### config.mk
export PLATFORM = sky130hd
export DESIGN_NAME = xmpl_fft_sched
export DESIGN_NICKNAME = d
export VERILOG_FILES = /design/src/rtl/xmpl_fft_pkg.sv /design/src/rtl/xmpl_rr_arb.sv /design/src/rtl/xmpl_fft_sched.sv
export SDC_FILE = /design/constraint.sdc
export NUM_CORES = 1
export LEC_CHECK = 0
export ABC_CLOCK_PERIOD_IN_PS = 5200
export CORE_ASPECT_RATIO = 1.5
export CORE_MARGIN = 2
export CORE_UTILIZATION = 42
export DETAILED_ROUTE_END_ITERATION = 7
export HOLD_SLACK_MARGIN = 0.03
export PLACE_DENSITY_LB_ADDON = 0.12
export REMOVE_ABC_BUFFERS = 1
export SYNTH_ARGS = -nofsm -noshare
export SYNTH_HDL_FRONTEND = slang
export SYNTH_SLANG_ARGS = --single-unit
### constraint.sdc
create_clock -name clk_i -period 5.2 [get_ports clk_i]
set_input_delay 1.04 -clock clk_i [delete_from_list [all_inputs] [get_ports clk_i]]
set_output_delay 1.04 -clock clk_i [all_outputs]
set_load 0.005 [all_outputs]
### src/rtl/xmpl_fft_pkg.sv
// Shared types and default sizing for the FFT frame scheduler.
package xmpl_fft_pkg;

  typedef enum logic [1:0] {
    StIdle,
    StLoad,
    StWait,
    StUnload
  } state_e;

  localparam int unsigned DefNumReq   = 2;
  localparam int unsigned DefSampleW  = 16;
  localparam int unsigned DefFrameLen = 64;
  localparam int unsigned DefTimeout  = 1024;

endpackage

### src/rtl/xmpl_rr_arb.sv
// Combinational round-robin arbiter: picks the first request at or after ptr_i, wrapping.
module xmpl_rr_arb #(
  parameter int unsigned NUM_REQ = 2,
  localparam int unsigned ID_W   = $clog2(NUM_REQ)
) (
  input  logic [NUM_REQ-1:0] req_i,
  input  logic [ID_W-1:0]    ptr_i,
  output logic [NUM_REQ-1:0] gnt_o,
  output logic [ID_W-1:0]    idx_o,
  output logic               valid_o
);

  always_comb begin
    gnt_o   = '0;
    idx_o   = '0;
    valid_o = 1'b0;
    // First pass covers [ptr, NUM_REQ), second pass the wrapped part [0, ptr).
    for (int unsigned i = 0; i < NUM_REQ; i++) begin
      if (!valid_o && req_i[i] && (i >= 32'(ptr_i))) begin
        valid_o  = 1'b1;
        gnt_o[i] = 1'b1;
        idx_o    = ID_W'(i);
      end
    end
    for (int unsigned i = 0; i < NUM_REQ; i++) begin
      if (!valid_o && req_i[i] && (i < 32'(ptr_i))) begin
        valid_o  = 1'b1;
        gnt_o[i] = 1'b1;
        idx_o    = ID_W'(i);
      end
    end
  end

endmodule

### src/rtl/xmpl_fft_sched.sv
// Shares one FFT core between NUM_REQ requesters, one whole frame at a time:
// arbitrate, stream samples in, wait for done (with timeout), stream results out.
module xmpl_fft_sched
  import xmpl_fft_pkg::*;
#(
  parameter int unsigned NUM_REQ   = DefNumReq,
  parameter int unsigned SAMPLE_W  = DefSampleW,
  parameter int unsigned FRAME_LEN = DefFrameLen,
  parameter int unsigned TIMEOUT   = DefTimeout,
  localparam int unsigned ID_W     = $clog2(NUM_REQ)
) (
  input  logic                clk_i,
  input  logic                reset_i,
  input  logic [NUM_REQ-1:0]  req_i,
  output logic [NUM_REQ-1:0]  gnt_o,
  input  logic                in_valid_i,
  input  logic [SAMPLE_W-1:0] in_data_i,
  output logic                in_ready_o,
  output logic                fft_en_o,
  output logic                fft_start_o,
  output logic                fft_in_valid_o,
  output logic [SAMPLE_W-1:0] fft_in_data_o,
  input  logic                fft_done_i,
  input  logic                fft_out_valid_i,
  input  logic [SAMPLE_W-1:0] fft_out_data_i,
  output logic                fft_out_ready_o,
  output logic                out_valid_o,
  output logic [SAMPLE_W-1:0] out_data_o,
  output logic                out_last_o,
  output logic [ID_W-1:0]     out_id_o,
  input  logic                out_ready_i,
  output logic                busy_o,
  output logic                timeout_o
);

  localparam int unsigned BeatW = $clog2(FRAME_LEN);
  localparam int unsigned TmoW  = (TIMEOUT > 1) ? $clog2(TIMEOUT) : 1;

  localparam logic [BeatW-1:0] BeatLast = BeatW'(FRAME_LEN - 1);
  localparam logic [TmoW-1:0]  TmoLast  = TmoW'(TIMEOUT - 1);
  localparam logic [ID_W-1:0]  IdLast   = ID_W'(NUM_REQ - 1);

  state_e               state_q, state_d;
  logic [NUM_REQ-1:0]   gnt_q, gnt_d;
  logic [ID_W-1:0]      winner_q, winner_d;
  logic [ID_W-1:0]      ptr_q, ptr_d;
  logic [BeatW-1:0]     beat_q, beat_d;
  logic [TmoW-1:0]      tmo_cnt_q, tmo_cnt_d;
  logic                 timeout_q, timeout_d;
  logic                 start_q, start_d;

  logic [NUM_REQ-1:0]   arb_gnt;
  logic [ID_W-1:0]      arb_idx;
  logic                 arb_valid;
  logic                 out_acc;

  xmpl_rr_arb #(
    .NUM_REQ (NUM_REQ)
  ) u_arb (
    .req_i   (req_i),
    .ptr_i   (ptr_q),
    .gnt_o   (arb_gnt),
    .idx_o   (arb_idx),
    .valid_o (arb_valid)
  );

  assign out_acc = (state_q == StUnload) && fft_out_valid_i && out_ready_i;

  always_comb begin
    state_d   = state_q;
    gnt_d     = gnt_q;
    winner_d  = winner_q;
    ptr_d     = ptr_q;
    beat_d    = beat_q;
    tmo_cnt_d = tmo_cnt_q;
    timeout_d = timeout_q;
    start_d   = 1'b0;

    unique case (state_q)
      StIdle: begin
        if (arb_valid) begin
          state_d   = StLoad;
          gnt_d     = arb_gnt;
          winner_d  = arb_idx;
          beat_d    = '0;
          timeout_d = 1'b0;
          start_d   = 1'b1;
        end
      end

      StLoad: begin
        if (in_valid_i) begin
          if (beat_q == BeatLast) begin
            beat_d    = '0;
            tmo_cnt_d = '0;
            state_d   = StWait;
          end else begin
            beat_d = beat_q + BeatW'(1);
          end
        end
      end

      StWait: begin
        // A done arriving on the terminal count still wins over the timeout.
        if (fft_done_i) begin
          tmo_cnt_d = '0;
          state_d   = StUnload;
        end else if (tmo_cnt_q == TmoLast) begin
          tmo_cnt_d = '0;
          gnt_d     = '0;
          timeout_d = 1'b1;
          state_d   = StIdle;
        end else begin
          tmo_cnt_d = tmo_cnt_q + TmoW'(1);
        end
      end

      StUnload: begin
        if (out_acc) begin
          if (beat_q == BeatLast) begin
            beat_d  = '0;
            gnt_d   = '0;
            ptr_d   = (winner_q == IdLast) ? '0 : winner_q + ID_W'(1);
            state_d = StIdle;
          end else begin
            beat_d = beat_q + BeatW'(1);
          end
        end
      end

      default: state_d = StIdle;
    endcase
  end

  always_ff @(posedge clk_i) begin
    if (reset_i) begin
      state_q   <= StIdle;
      gnt_q     <= '0;
      winner_q  <= '0;
      ptr_q     <= '0;
      beat_q    <= '0;
      tmo_cnt_q <= '0;
      timeout_q <= 1'b0;
      start_q   <= 1'b0;
    end else begin
      state_q   <= state_d;
      gnt_q     <= gnt_d;
      winner_q  <= winner_d;
      ptr_q     <= ptr_d;
      beat_q    <= beat_d;
      tmo_cnt_q <= tmo_cnt_d;
      timeout_q <= timeout_d;
      start_q   <= start_d;
    end
  end

  // Both data paths are pure passthroughs, gated so every output is 0 outside its phase.
  always_comb begin
    gnt_o           = gnt_q;
    busy_o          = (state_q != StIdle);
    fft_en_o        = (state_q != StIdle);
    fft_start_o     = start_q;
    timeout_o       = timeout_q;
    in_ready_o      = 1'b0;
    fft_in_valid_o  = 1'b0;
    fft_in_data_o   = '0;
    fft_out_ready_o = 1'b0;
    out_valid_o     = 1'b0;
    out_data_o      = '0;
    out_last_o      = 1'b0;
    out_id_o        = '0;

    if (state_q == StLoad) begin
      in_ready_o     = 1'b1;
      fft_in_valid_o = in_valid_i;
      fft_in_data_o  = in_data_i;
    end

    if (state_q == StUnload) begin
      fft_out_ready_o = out_ready_i;
      out_valid_o     = fft_out_valid_i;
      out_data_o      = fft_out_data_i;
      out_last_o      = (beat_q == BeatLast);
      out_id_o        = winner_q;
    end
  end

endmodule

After elaboration in Yosys (flattened, before gate mapping)
Cells that the tools add are included.
{ "word_totals": {"wordCells": 90, "out_inout_bits": 44, "ff_bits": 24, "inputBits": 40} }
{ "op_classes": {"n_eq_ne": 13, "muxes": 41, "reduce_logical": 22, "n_lt_le_gt_ge": 2, "n_addsub": 3, "n_bitwise": 1} }
{ "ops": {"columns": ["cell", "count"], "rows": [
  ["$mux 10", 4],
  ["$mux 16", 2],
  ["$mux 6", 4],
  ["$pmux 10 s2", 1],
  ["$mux 2", 9],
  ["$pmux 6 s3", 1],
  ["$mux 1", 17],
  ["$ne 2x2->1 const B", 6],
  ["$reduce_and 6->1", 2],
  ["$add 10x1->10 const B", 1],
  ["$eq 10x10->1 const B", 1],
  ["$pmux 2 s4", 1],
  ["$reduce_and 4->1", 2],
  ["$add 6x1->6 const B", 1],
  ["$eq 6x6->1 const B", 1],
  ["$logic_and 1x1->1", 6],
  ["$pmux 2 s3", 1],
  ["$reduce_and 3->1", 2],
  ["$reduce_bool 2->1", 3],
  ["$reduce_bool 3->1", 2],
  ["$eq 2x2->1 const B", 2],
  ["$ne 3x3->1 const B", 1],
  ["$eq 2x1->1 const B", 1],
  ["$logic_not 1->1", 2],
  ["other kinds (9)", 9]
]} }

Longest topological paths before layout
Gate-level depths: netlist of run 1.
{ "depth": {"depth_word": 12, "mapped_depth": 9, "ltp_nobuf": 7} }

Hierarchy
From an unflattened synthesis of run 1, not the netlist that was laid out.
{ "unflattened": {"cells_unflattened": 210, "hier_area_um2": 1631.6} }
{ "modules_own_cells": {"columns": ["mod", "area_per_inst_um2", "seq_area_each_um2", "instances", "cells_each"], "rows": [
  ["xmpl_fft_sched", 1599.0, 480.5, 1, 205],
  ["xmpl_rr_arb", 32.5, 0.0, 1, 5]
]} }

Worst setup path before layout of run 1
Ideal clock, no wire load.
{ "synth_timing": {"path_type": "flip-flop to output port", "start": "reg state_q[1]", "end": "out fft_in_data_o[10]", "path_buffers": 2, "required_ns": 4.160, "arrival_time_ns": 1.243, "slack_ns": 2.917, "stages_incl_launch_ff": 6, "cell_sequence": "dfxtp_1 -> inv_1 -> ha_1 -> clkbuf_1 -> clkbuf_1 -> and2_1"} }
{ "synth_via": {"elab_chain_cells": 2} }
{ "synth_lines": {"columns": ["item", "line", "source"], "rows": [
  ["start: declaration", "xmpl_fft_sched.sv:43", "state_e state_q, state_d;"],
  ["start signal: assignment", "xmpl_fft_sched.sv:137", "state_q <= StIdle;"],
  ["start signal: assignment", "xmpl_fft_sched.sv:146", "state_q <= state_d;"],
  ["$eq 2x1->1", "xmpl_fft_sched.sv:173", "if (state_q == StLoad) begin"],
  ["$mux 16", "xmpl_fft_sched.sv:173", null],
  ["end: declaration", "xmpl_fft_sched.sv:22", "output logic [SAMPLE_W-1:0] fft_in_data_o,"]
]} }
No other way between the ends.

Worst setup path in the final report of run 1
{ "layout_timing": {"start": "in in_valid_i", "end": "out fft_in_valid_o"} }
{ "layout_via": {"elab_chain_cells": 1} }
{ "layout_lines": {"columns": ["item", "line", "source"], "rows": [
  ["start: declaration", "xmpl_fft_sched.sv:16", "input logic in_valid_i,"],
  ["$mux 1", "xmpl_fft_sched.sv:173", null],
  ["end: declaration", "xmpl_fft_sched.sv:21", "output logic fft_in_valid_o,"]
]} }
No other way between the ends.

==> flow_metrics.env, run 1 <==
export IMPL_status="finished clean"
export IMPL_end_kind="output pin"
export IMPL_drv_cap=0
export IMPL_design_die_area_um2=4310
export IMPL_cts_setup_buffers=0
export IMPL_fin_area_um2=2500
export IMPL_min_period_ns=3.26
export IMPL_maxSlewViolCount=0
export IMPL_place_area_um2=2430
export IMPL_fill_cells=328
export IMPL_finalSetupTns_ns=0
export IMPL_final_common_cell="clkdlybuf4s50_1"
export IMPL_grt_pass1_vias=1680
export IMPL_final_cell_mix="clkdlybuf4s50_1 (83), and2_1 (36), dfxtp_1 (24)"
export IMPL_nNetsFinal=343
export IMPL_via_per_inst=5.39
export IMPL_clock_skew_ns=0.00111
export IMPL_insertion_delay_ns=0.27
export IMPL_netlist_area_um2=1590
export IMPL_dieWidth_um=54.3
export IMPL_wirelength_um=4890
export IMPL_grt_usage_pct=23.6
export IMPL_worst_slew_pin_slew_ns=0.984
export IMPL_io_pins=84
export IMPL_clockBufferDepth=2
export IMPL_numClockSinks=24
export IMPL_rows=27
export IMPL_antenna_left=0
export IMPL_finalCritPeriodShare_pct=62.6
export IMPL_dp_hpwl_um=3870
export IMPL_crit_path_frequent_cell="clkdlybuf4s50_1"
export IMPL_arrival_ns=2.22
export IMPL_cts_hold_fix_buffers=0
export IMPL_whs_ns=0.476
export IMPL_io_buffers=83
export IMPL_slew_headroom_pct=34.2
export IMPL_grt_pass1_wl_um=7650
export IMPL_crit_slowest_cell="clkdlybuf4s50_1"
export IMPL_critPathLaunchType="input pin"
export IMPL_p_leak_uw=0.000910
export IMPL_area_growth_pct=57.1
export IMPL_rsz0062_at_grt="no"
export IMPL_drtPass1Iterations=5
export IMPL_cts_tree="done"
export IMPL_power_density_nw_per_um2=309
export IMPL_setup_viol=0
export IMPL_ys_ff_latch=24
export IMPL_crit_chain="clkdlybuf4s50_1 > nand2_1 > inv_1 > clkdlybuf4s50_1"
export IMPL_cts_resized=0
export IMPL_antenna_found_initial=0
export IMPL_root_buffer="clkbuf_8"
export IMPL_grt_ovfl_total=0
export IMPL_ir_worst_vdd_v=0.000301
export IMPL_cpPeakStageDelay_ns=0.50
export IMPL_critical_path_top_delay_family="buffers and inverters"
export IMPL_route_vias_total=1822
export IMPL_max_freq_ghz=0.307
export IMPL_die_y_um=79.4
export IMPL_crit_buf_inv=3
export IMPL_hold_viol_final=0
export IMPL_synthArstFlopShare_pct=0
export IMPL_ys_warn_count=0
export IMPL_finish_utilization_pct=68.5
export IMPL_drive_above_1_share_pct=2.03
export IMPL_coreArea_um2=3650
export IMPL_initial_core_util_pct=43.6
export IMPL_ys_types=38
export IMPL_clkTransAtPathRegs_ns=0.09
export IMPL_diodes=0
export IMPL_crit_type="in2out"
export IMPL_initialDrtViolationCount=37
export IMPL_wire_per_inst_um=14.5
export IMPL_gp_congestion=0.820
export IMPL_ys_seq_area_share_pct=30.2
export IMPL_hp_class="reg2reg"
export IMPL_grt_max_degree=27
export IMPL_synth_edf_count=0
export IMPL_numCtsBuffers=3
export IMPL_drc=0
export IMPL_crit_fanout=3
export IMPL_synth_flop_cell="dfxtp_1"
export IMPL_htree_levels=1
export IMPL_cp_required_ns=4.16
export IMPL_synth_area_per_cell_um2=7.27
export IMPL_syn_instance_count=219
-- stage by stage --
stage / total power, uW / cells / worst slack, ns
2_1_floorplan: 407 / 208 / 2.93
3_3_place_gp: 607 / 334 / 1.96
3_5_place_dp: 611 / 334 / 1.95
4_1_cts: 779 / 338 / 1.94
5_1_grt: 829 / 338 / 1.82
6_report: 772 / 338 / 1.94
-- final timing paths --
path / to / slack, ns / cells past startpoint / startpoint
max: fft_in_valid_o / 1.94 / 4 / in_valid_i
min: tmo_cnt_q[9] / 0.48 / 2 / tmo_cnt_q[9]
max reg2reg: tmo_cnt_q[4] / 2.50 / 7 / state_q[1]
min reg2reg: tmo_cnt_q[9] / 0.48 / 2 / tmo_cnt_q[9]
-- sequential cells by signal, summed over array words and instances (netlist names) --
signal	flops
gnt_o	2
beat_q	6
tmo_cnt_q	10
fft_start_o	1
ptr_q	1
winner_q	1
timeout_o	1
state_q	2
-- final cells by class --
cell class	instances	area, um2	area share, %
Multi-Input combinational cell	177	1040	41.5
Timing Repair Buffer	83	831	33.2
Sequential cell	24	480	19.2
Tap cell	43	53.8	2.15
Clock buffer	3	41.3	1.65
Clock inverter	1	30.0	1.20
Inverter	7	26.3	1.05
-- tightest hold or removal path, stage by stage, from the launching register on --
cell,delay (ns)
dfxtp_1,0.33
nand2_1,0.06
a21oi_1,0.05
-- logic make-up (layout without fill, tap and decap cells) --
logic type	Yosys count	count (layout)	share of synthesized area (%)
adder cells (fa/ha/maj)	7	7	5.50
buffers and inverters	18	94	4.64
flip-flops	24	24	30.2
AO/OA/AOI/OAI	50	50	18.8
AND/OR/NAND/NOR	120	120	40.9
-- metal layers --
metal  up-vias  routed length, um  track usage (%)
met3        14                358             4.31
met2        72               2620             44.0
met4         0                133             9.75
met1       814               1780             24.2
li1        922                  -                -
met5         -                  0                0
-- report_power, final --
| part | total [uW] | internal (uW) | switching (uW) |
|---|---|---|---|
| Clock | 165 | 103 | 61.7 |
| Combinational | 391 | 209 | 182 |
| Sequential | 217 | 202 | 14.4 |
| Total | 772 | 514 | 258 |
-- Yosys cell counts, drive strengths merged, types with 4 or more instances --
| library cell | instances | share of area (%) |
|---|---|---|
| nor3 | 7 | 2.2 |
| ha | 7 | 5.5 |
| nand3 | 13 | 4.1 |
| o21ai | 16 | 5.0 |
| and3 | 4 | 1.6 |
| a21oi | 17 | 5.3 |
| nor2 | 18 | 4.2 |
| nand2 | 19 | 4.5 |
| dfxtp | 24 | 30 |
| inv | 7 | 1.7 |
| and2 | 36 | 14 |
| a31oi | 5 | 2.0 |
| clkbuf | 9 | 2.2 |
Power figures use the tool's default switching activity.
==> run 2: changes to the inputs <==
--- a/config.mk
+++ b/config.mk
@@ -5,10 +5,10 @@
 export SDC_FILE = /design/constraint.sdc
 export NUM_CORES = 1
 export LEC_CHECK = 0
-export ABC_CLOCK_PERIOD_IN_PS = 5200
+export ABC_CLOCK_PERIOD_IN_PS = 2680
 export CORE_ASPECT_RATIO = 1.5
 export CORE_MARGIN = 2
-export CORE_UTILIZATION = 42
+export CORE_UTILIZATION = 36
 export DETAILED_ROUTE_END_ITERATION = 7
 export HOLD_SLACK_MARGIN = 0.03
 export PLACE_DENSITY_LB_ADDON = 0.12
==> constraint.sdc (replaced) <==
create_clock -name clk_i -period 2.68 [get_ports clk_i]
set_input_delay 0.536 -clock clk_i [delete_from_list [all_inputs] [get_ports clk_i]]
set_output_delay 0.536 -clock clk_i [all_outputs]
set_load 0.005 [all_outputs]
==> run 2 against run 1 <==
  * Clock skew is 0.0054 ns higher
  * Setup slack got worse by 1.7 ns
  * Register-to-register slack lost 2.0 ns
  * Critical path type is now reg2out
  * Hold slack worse by 0.0061 ns
  * Flip-flop and latch count stayed put
  * Critical endpoint is now out_data_o[6]
  * Sequential share of layout area is 0.15 points lower
  * Via count shrank 0.88%
  * Die area increased by 16%
  * Design area increased by 0.80%
  * Global-route usage is 3.0 points lower
  * Combinational power grew 97%
==> flow_metrics.env, run 2 (synthesized netlist as in run 1, its figures left out) <==
export IMPL_initial_core_util_pct=37.5
export IMPL_grt_usage_pct=20.6
export IMPL_numCtsBuffers=3
export IMPL_cts_setup_buffers=0
export IMPL_nNetsFinal=347
export IMPL_multiInputGateArea_um2=1040
export IMPL_finalSetupTns_ns=0
export IMPL_setup_viol=0
export IMPL_place_ws_ns=0.256
export IMPL_whs_path_depth=2
export IMPL_finalCritPeriodShare_pct=92.5
export IMPL_final_cell_mix="clkdlybuf4s50_1 (83), and2_1 (36), dfxtp_1 (24)"
export IMPL_final_common_cell="clkdlybuf4s50_1"
export IMPL_io_pins=84
export IMPL_antenna_found_initial=0
export IMPL_root_buffer="clkbuf_8"
export IMPL_initialDrtViolationCount=41
export IMPL_crit_fanout=18
export IMPL_top_regs="tmo_cnt_q: 10 flops, beat_q: 6 flops"
export IMPL_cts_hold_fix_buffers=0
export IMPL_crit_path_start="state_q[1]"
export IMPL_cts_resized=1
export IMPL_cts_tree="done"
export IMPL_insertion_delay_ns=0.27
export IMPL_p_leak_uw=0.000922
export IMPL_wire_per_inst_um=14.2
export IMPL_clock_skew_ns=0.00652
export IMPL_seqCellArea_um2=480
export IMPL_io_buffers=83
export IMPL_grt_ovfl_total=0
export IMPL_crit_slowest_cell="clkdlybuf4s50_1"
export IMPL_arrival_ns=1.94
export IMPL_crit_buf_inv=2
export IMPL_antenna_left=0
export IMPL_drtPass1Iterations=4
export IMPL_hold_viol_final=0
export IMPL_diodes=0
export IMPL_crit_cells=4
export IMPL_cp_required_ns=2.14
export IMPL_timing_rr_start="state_q[0]"
export IMPL_drv_cap=0
export IMPL_dp_hpwl_um=3930
export IMPL_r2r_slack_ns=0.48
export IMPL_wirelength_um=4900
export IMPL_grt_max_degree=25
export IMPL_clkTransAtPathRegs_ns=0.09
export IMPL_die_y_um=85.4
export IMPL_drive_above_1_share_pct=3.68
export IMPL_r2r_end="beat_q[4]"
export IMPL_setup_ws_ns=0.201
export IMPL_power_density_nw_per_um2=573
export IMPL_crit_type="reg2out"
export IMPL_critPathLaunchType="flop"
export IMPL_ir_worst_vdd_v=0.000380
export IMPL_regMostFlops="tmo_cnt_q"
export IMPL_slew_headroom_pct=47.1
export IMPL_grt_pass1_wl_um=8160
export IMPL_numClockSinks=24
export IMPL_hp_class="reg2reg"
export IMPL_dieWidth_um=58.3
export IMPL_end_kind="output pin"
export IMPL_rows=29
export IMPL_htree_levels=1
export IMPL_cpPeakStageDelay_ns=0.52
export IMPL_gp_congestion=0.820
export IMPL_coreArea_um2=4250
export IMPL_worst_slew_pin_slew_ns=0.786
export IMPL_critPathCapture="out_data_o[6]"
export IMPL_min_period_ns=2.48
export IMPL_drc=0
export IMPL_grt_pass1_vias=1722
export IMPL_status="finished clean"
export IMPL_max_freq_ghz=0.403
export IMPL_route_vias_total=1806
export IMPL_largest_reg_flops=10
export IMPL_area_growth_pct=58.3
export IMPL_design_die_area_um2=4980
export IMPL_fill_cells=416
export IMPL_power_total_uw=1440
export IMPL_maxSlewViolCount=0
export IMPL_crit_chain="ha_1 > buf_4 > and2_1 > clkdlybuf4s50_1"
export IMPL_critical_path_top_delay_family="buffers and inverters"
export IMPL_via_per_inst=5.23
export IMPL_worst_r2r_path_depth=6
export IMPL_rsz0062_at_grt="no"
export IMPL_clockBufferDepth=2
run 2: changes by cell type in the layout (fill, tap and decap cells not counted):
| cell | change |
|---|---|
| bufinv_16 | -1 |
| ha_1 | -1 |
| buf_4 | +4 |
| clkbuf_8 | +1 |
| ha_2 | +1 |
run 2: layer usage:
layer / global-route usage (%) / vias to the layer above / part of all wire [%]
li1: - / 932 / -
met1: 26.1 / 845 / 44
met2: 35.9 / 20 / 53
met3: 2.74 / 9 / 1.6
met4: 5.07 / 0 / 1.3
met5: 0 / - / 0
run 2: final cells by class:
class	count	area share, %
Timing Repair Buffer	87	34.2
Multi-Input combinational cell	177	41.3
Tap cell	46	2.28
Sequential cell	24	19.1
Inverter	7	1.04
Clock buffer	4	2.18
run 2: tightest hold or removal path: stages, from the launching register on:
cell and delay (ns):
dfxtp_1 0.33, nand2_1 0.05, a21oi_1 0.05
run 2: power by group:
part           total [uW]  switching, uW  internal, uW  leakage, uW
combinational         770            355           415     0.000699
clock                 253            122           131    0.0000288
sequential            420           27.7           393     0.000195
total                1440            505           939     0.000922
run 2: how the worst min path moves through the flow:
stage                       startpoint           end  slack, ns
final                     tmo_cnt_q[9]  tmo_cnt_q[9]       0.47
after global routing      tmo_cnt_q[9]  tmo_cnt_q[9]       0.50
after CTS                 tmo_cnt_q[9]  tmo_cnt_q[9]       0.48
after detailed placement  tmo_cnt_q[9]  tmo_cnt_q[9]       0.46
after global placement    tmo_cnt_q[9]  tmo_cnt_q[9]       0.46
after floorplan           tmo_cnt_q[9]  tmo_cnt_q[9]       0.43
run 2: through the flow:
step | area, um2 | hold WS, ns | instances | util (%)
finish | 2520 | 0.470 | 345 | 59.4
global route | 2520 | 0.501 | 345 | 59.4
CTS | 2520 | 0.477 | 345 | 59.4
detailed placement | 2460 | 0.463 | 341 | 58.0
global placement | 2460 | 0.459 | 341 | 58.0
floorplan | 1540 | 0.434 | 208 | -
